**src/rtl/aes_pkg.sv**
```systemverilog
// rtl/aes_pkg.sv - shared widths and unloader state type for the AES byte unloader
package aes_pkg;

    localparam int AES_BLOCK_W = 128;
    localparam int AES_BYTE_W  = 8;
    localparam int AES_BYTES   = 16;

    typedef enum logic [0:0] {
        IDLE  = 1'b0,
        SHIFT = 1'b1
    } unload_state_t;

endpackage

```
**src/rtl/aes_byte_counter.sv**
```systemverilog
// rtl/aes_byte_counter.sv - mod-MOD word counter with increment, clear and terminal count
module aes_byte_counter #(
    parameter int MOD = 16,
    parameter int CW  = (MOD > 1) ? $clog2(MOD) : 1
) (
    input  logic clk,
    input  logic rst,
    input  logic inc_i,
    input  logic clear_i,
    output logic tc_o
);

    localparam logic [CW-1:0] LAST = CW'(MOD - 1);

    logic [CW-1:0] cnt_q;
    logic [CW-1:0] cnt_d;

    // Clear wins over increment so a reload on the last word restarts at zero
    always_comb begin
        cnt_d = cnt_q;
        if (clear_i) begin
            cnt_d = '0;
        end else if (inc_i) begin
            cnt_d = (cnt_q == LAST) ? '0 : cnt_q + CW'(1);
        end
    end

    // Counter register, synchronous active-high reset
    always_ff @(posedge clk) begin
        if (rst) begin
            cnt_q <= '0;
        end else begin
            cnt_q <= cnt_d;
        end
    end

    assign tc_o = (cnt_q == LAST);

endmodule

```
**src/rtl/aes_block_unloader.sv**
```systemverilog
// rtl/aes_block_unloader.sv - N-bit block to W-bit MSB-first stream; AES_UNLOAD_LAST_EN adds out_last
module aes_block_unloader
    import aes_pkg::*;
#(
    parameter int N = AES_BLOCK_W,
    parameter int W = AES_BYTE_W
) (
    input  logic         clk,
    input  logic         rst,
    input  logic         in_valid,
    output logic         in_ready,
    input  logic [N-1:0] in_data,
    output logic         out_valid,
    input  logic         out_ready,
`ifdef AES_UNLOAD_LAST_EN
    output logic         out_last,
`endif
    output logic [W-1:0] out_data
);

    localparam int WORDS = N / W;

    unload_state_t state_q;
    unload_state_t state_d;
    logic [N-1:0]  shift_q;
    logic [N-1:0]  shift_d;
    logic          last_word;
    logic          advance;
    logic          load;

    // The block accepts a new input only when idle or while the last word leaves,
    // which keeps back-to-back blocks bubble-free
    assign in_ready  = (state_q == IDLE) || ((state_q == SHIFT) && last_word && out_ready);
    assign load      = in_valid && in_ready;
    assign advance   = (state_q == SHIFT) && out_ready;
    assign out_valid = (state_q == SHIFT);
    assign out_data  = shift_q[N-1 -: W];

`ifdef AES_UNLOAD_LAST_EN
    assign out_last  = (state_q == SHIFT) && last_word;
`endif

    aes_byte_counter #(
        .MOD (WORDS)
    ) u_cnt (
        .clk     (clk),
        .rst     (rst),
        .inc_i   (advance),
        .clear_i (load),
        .tc_o    (last_word)
    );

    // Next state: load a block, shift one word per accepted transfer, return idle after the last
    always_comb begin
        state_d = state_q;
        shift_d = shift_q;
        if (load) begin
            shift_d = in_data;
            state_d = SHIFT;
        end else if (advance) begin
            shift_d = shift_q << W;
            if (last_word) begin
                state_d = IDLE;
            end
        end
    end

    // State and shift register, synchronous active-high reset drops any block in flight
    always_ff @(posedge clk) begin
        if (rst) begin
            state_q <= IDLE;
            shift_q <= '0;
        end else begin
            state_q <= state_d;
            shift_q <= shift_d;
        end
    end

endmodule

```
**config.mk**
```make
export PLATFORM = sky130hd
export DESIGN_NAME = aes_block_unloader
export DESIGN_NICKNAME = d
export VERILOG_FILES = /design/src/rtl/aes_pkg.sv /design/src/rtl/aes_byte_counter.sv /design/src/rtl/aes_block_unloader.sv
export SDC_FILE = /design/constraint.sdc
export NUM_CORES = 1
export LEC_CHECK = 0
export BUFFER_PORTS_ARGS = -buffer_cell sky130_fd_sc_hd__buf_2
export CAP_MARGIN = 20
export CORE_MARGIN = 10
export CORE_UTILIZATION = 44
export DETAILED_ROUTE_END_ITERATION = 10
export GPL_TIMING_DRIVEN = 1
export PLACE_DENSITY_LB_ADDON = 0.3
export SETUP_SLACK_MARGIN = 0.15
export SYNTH_ARGS = -nofsm -noshare
export SYNTH_HDL_FRONTEND = slang
export SYNTH_SLANG_ARGS = --single-unit
```
**constraint.sdc**
```tcl
create_clock -name clk -period 1.8 [get_ports clk]
set_input_delay 0.09 -clock clk [delete_from_list [all_inputs] [get_ports clk]]
set_output_delay 0.09 -clock clk [all_outputs]
set_load 0.03 [all_outputs]
```
# After elaboration in Yosys (flattened, before gate mapping)
# Cells that the tools add are included.
[classes] shift=0 n_lt_le_gt_ge=0 reduce_logical=9 n_mul=0 muxes=6 addsub=1 n_bitwise=1 div=0 n_eq_ne=1
[op_table] operator="$mux W128" count=2
[op_table] operator="$add A4 B1 Y4 const B" count=1
[op_table] operator="$eq A4 B4 Y1 const B" count=1
[op_table] operator="$logic_and A1 B1 Y1" count=4
[op_table] operator="$mux W4" count=1
[op_table] operator="$reduce_bool A2 Y1" count=2
[op_table] operator="$mux W1" count=3
[op_table] operator="$reduce_and A2 Y1" count=1
[op_table] operator="$reduce_or A2 Y1" count=1
[op_table] operator="$logic_or A1 B1 Y1" count=1
[op_table] operator="$not A1 Y1" count=1
[word_totals] n_memories=0 mem_bits_rw=0 in_bits=132 latch_bits=0 wordCells=21 mem_bits_ro=0 ff_bits=133

# Longest topological paths before layout
[depth] depth_word=7 ltp_mapped=7

# Hierarchy
# A second synthesis with hierarchy kept.
[unflattened] hier_cells=870 area_unflattened_um2=8453.1
[by_module_without_submodules] module="aes_block_unloader" area_each_um2=8272.9 n_inst=1 cells_per_inst=851
[by_module_without_submodules] module="aes_byte_counter" area_each_um2=180.2 n_inst=1 cells_per_inst=19

# Worst setup path after synthesis
# Ideal clock, no wire load.
[synth_path] kind="register to register" from="register state_q (netlist: out_valid)" to="register shift_q[41]" period_less_slack_ns=1.610 t_arrival_ns=1.476 setup_time_ns=0.133 path_stages_with_launch=8 n_path_buf=4 slack_ns=0.190 cell_sequence="dfxtp_1 -> buf_4 -> buf_6 -> buf_2 -> buf_2 -> nand3b_1 -> mux2i_1 -> nor4_1"
[synth_between] elab_chain_cells=5
[synth_lines] element="start, declared" line="aes_block_unloader.sv:23" source="unload_state_t state_q;"
[synth_lines] element="start signal, assigned" line="aes_block_unloader.sv:74" source="state_q <= state_d;"
[synth_lines] element="$logic_and A1 B1 Y1 (2 in a row)" line="aes_block_unloader.sv:33" source="assign in_ready = (state_q == IDLE) || ((state_q == SHIFT) && last_word && out_ready);"
[synth_lines] element="$logic_or A1 B1 Y1" line="aes_block_unloader.sv:33"
[synth_lines] element="$logic_and A1 B1 Y1" line="aes_block_unloader.sv:34" source="assign load = in_valid && in_ready;"
[synth_lines] element="$mux W128 or $reduce_bool A2 Y1 (tied branches)"
[synth_lines] element="end signal, assigned" line="aes_block_unloader.sv:75" source="shift_q <= shift_d;"
[synth_lines] element="end, declared" line="aes_block_unloader.sv:25" source="logic [N-1:0] shift_q;"
# Several ways; a longest one is shown, not always the timed one.
# A chain may end at the register's enable or synchronous reset.

# Final worst setup path
[layout_path] from="register u_cnt.cnt_q[1]" to="output in_ready"
[layout_between] elab_chain_cells=4
[layout_lines] element="start, declared" line="aes_byte_counter.sv:15" source="logic [CW-1:0] cnt_q;"
[layout_lines] element="start signal, assigned" line="aes_byte_counter.sv:33" source="cnt_q <= cnt_d;"
[layout_lines] element="$eq A4 B4 Y1" line="aes_byte_counter.sv:37" source="assign tc_o = (cnt_q == LAST);"
[layout_lines] element="$logic_and A1 B1 Y1 (2 in a row)" line="aes_block_unloader.sv:33"
[layout_lines] element="$logic_or A1 B1 Y1" line="aes_block_unloader.sv:33"
[layout_lines] element="end, declared" line="aes_block_unloader.sv:11" source="output logic in_ready,"
# Every way passes these cells.

==> flow_metrics.tcl <==
set metrics [dict create \
    yosysTopAreaCellShare 0.299 \
    rrSetupSlack_ns 0.28 \
    gp_congestion 0.769 \
    timing.rr.end "shift_q[111]" \
    nets 1329 \
    path_clk_slew_ns 0.06 \
    grt_first_pass_wirelength_mm 45.7 \
    netlist_area_um2 8890 \
    min_path_type "in2reg" \
    die-area_um2 26300 \
    synth-xor-area-share 0.000985 \
    r2r-start "u_cnt.cnt_q[1]" \
    worst_slew_pin_slew_ns 0.522 \
    routed_via_density 6.13 \
    status "completed" \
    synth_fa_ha_area_frac 0.00141 \
    grt_pass1_vias 8653 \
    async_reset_ff_frac 0 \
    postLayoutCellArea_um2 11500 \
    yosysUniqueCellTypes 37 \
    n_antenna_cell 0 \
    insertion_delay_ns 0.43 \
    cp_data_arrival_time_ns 1.46 \
    fin_crit_sh 0.861 \
    clock-sinks 133 \
    grt_antenna_before_repair 0 \
    hold_violations 0 \
    n_fill_cell 1782 \
    ys.flop_type "dfxtp_1" \
    timing.final.setup_violations 0 \
    regArea_um2 2670 \
    finalPower_mw 8.88 \
    critPathCaptureType "output port" \
    cts_tree "done" \
    ys_warn_count 0 \
    grt_setup_unrepaired "no" \
    yosysTopAreaCell "dfxtp_1" \
    drive_above_1_share 0.197 \
    skew_ns 0.00903 \
    synthCells 1034 \
    synthSimpleGateAreaFrac 0.330 \
    syn-num-nets 1167 \
    place_hpwl_mm 16.6 \
    multiInputGateArea_um2 5540 \
    fin_ws_ns 0.250 \
    placement.io_buffers 141 \
    cp-endpoint "in_ready" \
    synthMuxAreaShare 0.137 \
    synth-seq-cells 133 \
    maxCapViolations 0 \
    routedWlPerCell_um 19.7 \
    root_buffer "clkbuf_16" \
    start_util 0.452 \
    synthTopCellsByArea "dfxtp_1 (30%), nand3b_1 (18%), mux2i_1 (12%)" \
    core_region_area_um2 19700 \
    drc_errors 0 \
    rows 51 \
    synth_edf_count 0 \
    drtIter0Drc 959 \
    startpoint_type "flop" \
    holdWs_ns 0.000598 \
    place_area_um2 9740 \
    ant_nets 0 \
    slew_headroom 0.652 \
    grt_start_max_net_pins 121 \
    powerDensity_nw_per_um2 771 \
    numCtsBuffers 17 \
    overflow 0 \
    dr.pass1.iters 6 \
    path_max_fanout 5 \
    fmax_mhz 645 \
    cts_htree_levels 4 \
    tns_ns 0 \
    path_class "reg2out" \
    num_vias 9036 \
    routed_wl_mm 29.1 \
    synth_most_common_cell "nand3b_1" \
    avgSynthCellArea_um2 8.60 \
    synth_commonest_cells "nand3b_1 (218), dfxtp_1 (133), o32ai_1 (117)" \
    ios 142 \
    die_w_um 162 \
    synth_top_family_by_area "simple AND/OR/NAND/NOR gates" \
    synth_seq_area_share 0.299 \
    synth_compound_area_frac 0.146 \
    period_needed_ns 1.55 \
    grt_usage 0.206 \
    critical_path.startpoint "u_cnt.cnt_q[1]" \
    required_ns 1.71 \
    maxSlewViolCount 0 \
    peakVddDrop_mv 0.683 \
    area_delta_synth_final_pct 29.4 \
    reg2reg_depth 6 \
    die_h_um 162 \
    ctsLongestPathBuffers 2 \
    p_leak_nw 4.78 \
    dpl_worst_slack_ns 0.159 \
]
==> where the power goes <==
part | switching [mW] | internal [mW] | leakage, nW
clock | 1.36 | 2.21 | 0.277
sequential | 0.211 | 3.22 | 1.10
combinational | 0.991 | 0.896 | 3.40
==> registers in the layout (all words and copies together) (netlist names) <==
name	cells
u_cnt.cnt_q	4
out_valid	1
shift_q	128
==> cells in the final DEF, fill, tap and decap left out, types with 6 or more instances in the layout <==
| master | Yosys | layout |
|---|---|---|
| a2111oi_1 | 6 | 7 |
| a21oi_1 | 6 | 6 |
| buf_12 | 0 | 16 |
| buf_2 | 56 | 137 |
| buf_4 | 21 | 19 |
| clkbuf_16 | 0 | 19 |
| dfxtp_1 | 133 | 130 |
| dlygate4sd3_1 | 0 | 104 |
| inv_1 | 16 | 16 |
| mux2_2 | 9 | 8 |
| mux2i_1 | 110 | 110 |
| nand2b_1 | 10 | 8 |
| nand3b_1 | 218 | 218 |
| nor2_1 | 106 | 106 |
| nor3_1 | 11 | 11 |
| nor4_1 | 105 | 105 |
| o21ai_0 | 9 | 9 |
| o32ai_1 | 117 | 117 |
| or3b_2 | 8 | 8 |
==> metrics by stage <==
stage,util,std cells
after CTS,0.579,1466
after detailed placement,0.496,1331
after global placement,0.496,1331
after floorplan,-,1034
after global routing,0.586,1474
final,0.586,1474
==> cell families after synthesis <==
logic type | Yosys count
XOR/XNOR | 1
AND/OR/NAND/NOR | 469
multiplexers | 120
AO/OA/AOI/OAI | 153
flip-flops | 133
adder cells (fa/ha/maj) | 1
buffers and inverters | 157
==> metal layers <==
metal / up-vias / share of wire / track usage
li1: 4320 / - / -
met2: 304 / 0.49 / 0.335
met3: 29 / 0.057 / 0.0387
met5: - / 0 / 0
met4: 0 / 0.015 / 0.0591
met1: 4383 / 0.44 / 0.271
==> worst min-delay path by stage <==
stage,slack (ns),endpoint,cells after the start,start
finish,0.0006,shift_q[16],3,in_data[16]
CTS,0.002,shift_q[57],3,in_data[57]
global placement,0.33,u_cnt.cnt_q[0],2,rst
global route,0.004,shift_q[31],3,in_data[31]
detailed placement,0.33,u_cnt.cnt_q[0],2,rst
floorplan,0.25,shift_q[1],2,in_data[1]
==> final cells by class <==
| class | count | share of cell area |
|---|---|---|
| Clock buffer | 23 | 0.0398 |
| Clock inverter | 9 | 0.0111 |
| Inverter | 17 | 0.00576 |
| Sequential cell | 133 | 0.232 |
| Timing Repair Buffer | 282 | 0.201 |
| Multi-Input combinational cell | 745 | 0.481 |
| Tap cell | 265 | 0.0288 |
==> critical path, cell delays in order (launching register included) <==
cell	delay, ns
dfxtp_4	0.37
ha_4	0.17
nand4_1	0.17
nand2_1	0.15
buf_4	0.17
==> timing repair <==
action	in CTS	in global routing
gates resized for setup	3	9
buffers inserted	0	4
pin swaps	0	2
hold endpoints to repair	104	1
hold buffers	103	1
endpoints found under the setup margin	2	16
gates cloned	0	3
Power figures use the tool's default switching activity.
